==> src/rtl/register_file_clr.sv <==
// register_file_clr: WIDTH x DEPTH register file, 1 write / 2 read ports, hardwired zero, bypass and sequenced clear
module register_file_clr #(
   parameter int WIDTH    = 32,
   parameter int DEPTH    = 32,
   parameter int ADDR_W   = $clog2(DEPTH),
   parameter int ZERO_REG = 1,
   parameter int BYPASS   = 1
) (
   input  logic              clk,
   input  logic              reset,
   input  logic              wr_en,
   input  logic [ADDR_W-1:0] wr_addr,
   input  logic [WIDTH-1:0]  wr_data,
   output logic              wr_ready,
   input  logic [ADDR_W-1:0] rd_addr1,
   output logic [WIDTH-1:0]  rd_data1,
   input  logic [ADDR_W-1:0] rd_addr2,
   output logic [WIDTH-1:0]  rd_data2,
   input  logic              clr_start,
   output logic              busy,
   output logic              clr_done
);
   typedef enum logic {IDLE, CLEAR} state_t;
   state_t state, state_n;
   logic [ADDR_W-1:0] ptr, ptr_n;
   logic [WIDTH-1:0] mem [DEPTH];
   logic we, last;
   assign busy = state == CLEAR;
   assign wr_ready = !busy;
   assign last = int'(ptr) == DEPTH - 1;
   assign we = wr_en && !busy && int'(wr_addr) < DEPTH && !(ZERO_REG != 0 && wr_addr == '0);
   assign rd_data1 = (int'(rd_addr1) >= DEPTH || (ZERO_REG != 0 && rd_addr1 == '0)) ? '0 :
                     (BYPASS != 0 && we && wr_addr == rd_addr1) ? wr_data : mem[rd_addr1];
   assign rd_data2 = (int'(rd_addr2) >= DEPTH || (ZERO_REG != 0 && rd_addr2 == '0)) ? '0 :
                     (BYPASS != 0 && we && wr_addr == rd_addr2) ? wr_data : mem[rd_addr2];
   always_comb begin
      state_n = busy ? (last ? IDLE : CLEAR) : (clr_start ? CLEAR : IDLE);
      ptr_n = (busy && !last) ? ptr + 1'b1 : '0;
   end
   always_ff @(posedge clk) begin
      if (reset) begin
         for (int i = 0; i < DEPTH; i++) mem[i] <= '0;
         state <= IDLE;
         ptr <= '0;
         clr_done <= 1'b0;
      end else begin
         state <= state_n;
         ptr <= ptr_n;
         clr_done <= busy && last;
         if (we) mem[wr_addr] <= wr_data;
         if (busy) mem[ptr] <= '0;
      end
   end
endmodule
==> config.mk <==
export PLATFORM = sky130hd
export DESIGN_NAME = register_file_clr
export DESIGN_NICKNAME = d
export VERILOG_FILES = /design/src/rtl/register_file_clr.sv
export SDC_FILE = /design/constraint.sdc
export NUM_CORES = 2
export LEC_CHECK = 0
export ABC_AREA = 1
export CORE_MARGIN = 4
export CORE_UTILIZATION = 27
export DETAILED_ROUTE_END_ITERATION = 12
export PLACE_DENSITY_LB_ADDON = 0.1
export SETUP_SLACK_MARGIN = 0.2
export SYNTH_ARGS = -nofsm -noshare
export SYNTH_HDL_FRONTEND = slang
export SYNTH_SLANG_ARGS = --single-unit
==> constraint.sdc <==
create_clock -name clk -period 3.1 [get_ports clk]
set_clock_uncertainty 0.2 [all_clocks]
set_input_delay 0.465 -clock clk [delete_from_list [all_inputs] [get_ports clk]]
set_output_delay 0.465 -clock clk [all_outputs]
set_load 0.03 [all_outputs]
==> results.toml <==
[floorplanning]
initial_core_util_pct = 27.2
die_area_mm2 = 0.224
rows = 170
die_w_um = 474
core_region_area_mm2 = 0.215
die_y_um = 474
io_pins = 118

[hold_path]
worstHoldStart = "ptr[0]"
min_path_type = "flop to flop"
whs_path_depth = 1

[sta]
fin_ws_ns = 0.0720
rsz0062_at_grt = "yes"
fmax_mhz = 330
finalCriticalPeriod_ns = 3.03
finalHoldViolations = 0
setup_viol = 0
maxSlewViolCount = 0
fin_crit_sh_pct = 97.7
maxSlewHeadroom_pct = 61.2
worstMarginPinSlew_ns = 0.581
tns_ns = 0

[logic_synthesis]
ys_seq_area_share_pct = 52.8
netlist_area_mm2 = 0.0585
yosys_warnings = 0
async_reset_ff_share_pct = 0
synth_area_per_cell_um2 = 7.78
synthCells = 7525
netlist-cell-type-count = 28
synthTopCellsByCount = "1842 x nand2_1, 1409 x nor2_1, 1058 x nand3_1"
synth.most_common_cell = "nand2_1"
synth-compound-area-share_pct = 8.19
synthSimpleGateAreaFrac_pct = 30.5
synth_top_family_by_area = "simple AND/OR/NAND/NOR gates"
synthAdderAreaFrac_pct = 0.0428
synth_flop_cell = "edfxtp_1"
synth_mux_area_share_pct = 0
synth_edf_count = 1024
yosysTopAreaCell = "edfxtp_1"
synth.area.top_cells = "edfxtp_1 53%, nand2_1 12%, nand3_1 9.0%"
synth_xor_area_share_pct = 0.0748
postSynthRegisterBits = 1031
synth_top_area_share_pct = 52.5

[route]
drc = 0
dr.max_layer_used = "met4"
wl_per_cell_um = 27.1
wl_met2_um = 135000
routed_wl_um = 292000
ant_nets = 0
drt_first_iter_violations = 6052
met3_length_um = 20000
viasPerCell = 5.15
dr.pass1.iters = 8
m1WireLength_um = 122000
vias = 55300

[worst_setup_path]
path_max_fanout = 23
required_ns = 2.43
cp-end-kind = "output pin"
crit_family = "buffers and inverters"
worst-setup-path-type = "input pin to output pin"
crit_slowest_cell = "buf_12"
timing.critical_path.buf_inv = 6
crit_chain = "buf_4, inv_4, nor2_4, buf_12, buf_12, nand3_1, nand2_1, a21oi_1, nand2_1, nand2_2, a21oi_4, buf_4, buf_12"
cp-start-kind = "input pin"
cpPeakStageDelay_ns = 0.25
reg2reg_depth = 14
cp_num_cells = 13
crit_arrival_ns = 2.36
crit_top_cell = "buf_12"
rr_startpoint = "busy"
critical_path.startpoint = "rd_addr2[2]"

[placement]
port-buffer-count = 117
dp_hpwl_um = 192000
place.gp.congestion = 0.876
dp.cells = 10500
post-place-ws_ns = -0.277

[global_route]
antenna_found_initial = 11
grt.overflow.total = 0
grt_pass1_vias = 53300
grt_max_degree = 62
grt_first_pass_wirelength_um = 406000
track_usage_pct = 25.3

[clock_network]
insertion_delay_ns = 0.80
cts_root_buffer = "clkbuf_16"
clockBufferDepth = 3
cts_tree = "done"
cts_inserted_buffers = 134
h-tree-depth = 4
clock_sinks = 1031
clk_pin_slew_worst_paths_ns = 0.06

[power_and_ir_drop]
power.density_mw_per_mm2 = 509
vdd_drop_max_v = 0.000557
p_leak_nw = 31.8
power_mw = 38.7

[cells_and_area]
drive_gt1_share_pct = 16.1
finalNonFillerCells = 10700
syn_to_final_growth_pct = 29.8
final_util_pct = 35.3
nFillCells = 21900
fin_nets = 7858

[job]
drv_cap = 0

[outcome]
status = "complete, no violations"
==> flip-flops by register name, summed over array words and instances, names as in the netlist <==
signal	cells
clr_done	1
ptr	5
busy	1
mem	1024
==> cells by family after synthesis <==
family,count (synthesis)
buffers and inverters,1262
AND/OR/NAND/NOR,4368
XOR/XNOR,5
flip-flops,1031
adder cells (fa/ha/maj),2
other,1
AO/OA/AOI/OAI,856
==> path summary, 6_finish.rpt <==
check / endpoint / slack [ns]
setup / recovery: rd_data2[17] / 0.07
hold / removal: ptr[0] / 0.29
setup reg to reg: mem[11][21] / 0.30
hold reg to reg: ptr[0] / 0.29
==> per-layer routing <==
layer	vias to the layer above	GRT usage [%]
met2	2296	41.4
met3	536	3.65
li1	25200	-
met1	27200	33.4
met5	-	0
met4	0	10.6
==> power by group <==
group	leakage, nW	internal [mW]	total (mW)	switching (mW)
Clock	2.06	8.95	15.5	6.51
Sequential	10.6	15.9	16.1	0.239
Combinational	19.1	2.50	7.14	4.64
Total	31.8	27.3	38.7	11.4
==> cells in the final DEF (no fill, tap or decap), drive strengths merged <==
cell type,n
nor3,3
xor2,3
diode,3
ha,2
inv,624
conb,32
clkdlybuf4s50,38
dfxtp,7
nand4,5
clkinv,56
clkbuf,173
dlygate4sd2,3
a21oi,264
o21a,1
clkinvlp,1
nor2,1413
buf,705
dlymetal6s2s,2
o211ai,197
xnor2,2
bufbuf,1
bufinv,9
edfxtp,1024
nor3b,1
dlygate4sd3,1
nand2,1842
or2,46
nand3,1058
o21ai,394
==> per-stage QoR <==
| step | instance area (µm²) | hold WS [ns] |
|---|---|---|
| finish | 76000 | 0.290 |
| global route | 76000 | 0.301 |
| CTS | 75300 | 0.287 |
| detailed placement | 69600 | 0.273 |
| global placement | 69600 | 0.270 |
| floorplan | 58800 | 0.230 |
==> final cells by class <==
class,instances,area (µm²),share of cell area (%)
Clock buffer,168,3600,4.73
Multi-Input combinational cell,5263,24500,32.3
Timing Repair Buffer,755,10400,13.7
Antenna cell,3,7.51,0.00988
Tap cell,2838,3550,4.67
Inverter,620,2390,3.14
Sequential cell,1031,30900,40.7
Clock inverter,70,602,0.792
==> what timing repair did <==
action                                 CTS  global route
buffers inserted                        19             8
setup endpoints to repair               64            64
endpoints found under the hold margin    1             0
hold buffers                             1             0
gates cloned                             5             4
resized for setup                      279           144
pin swaps                               59            52
Note: power is estimated with default switching activity, not from simulation.
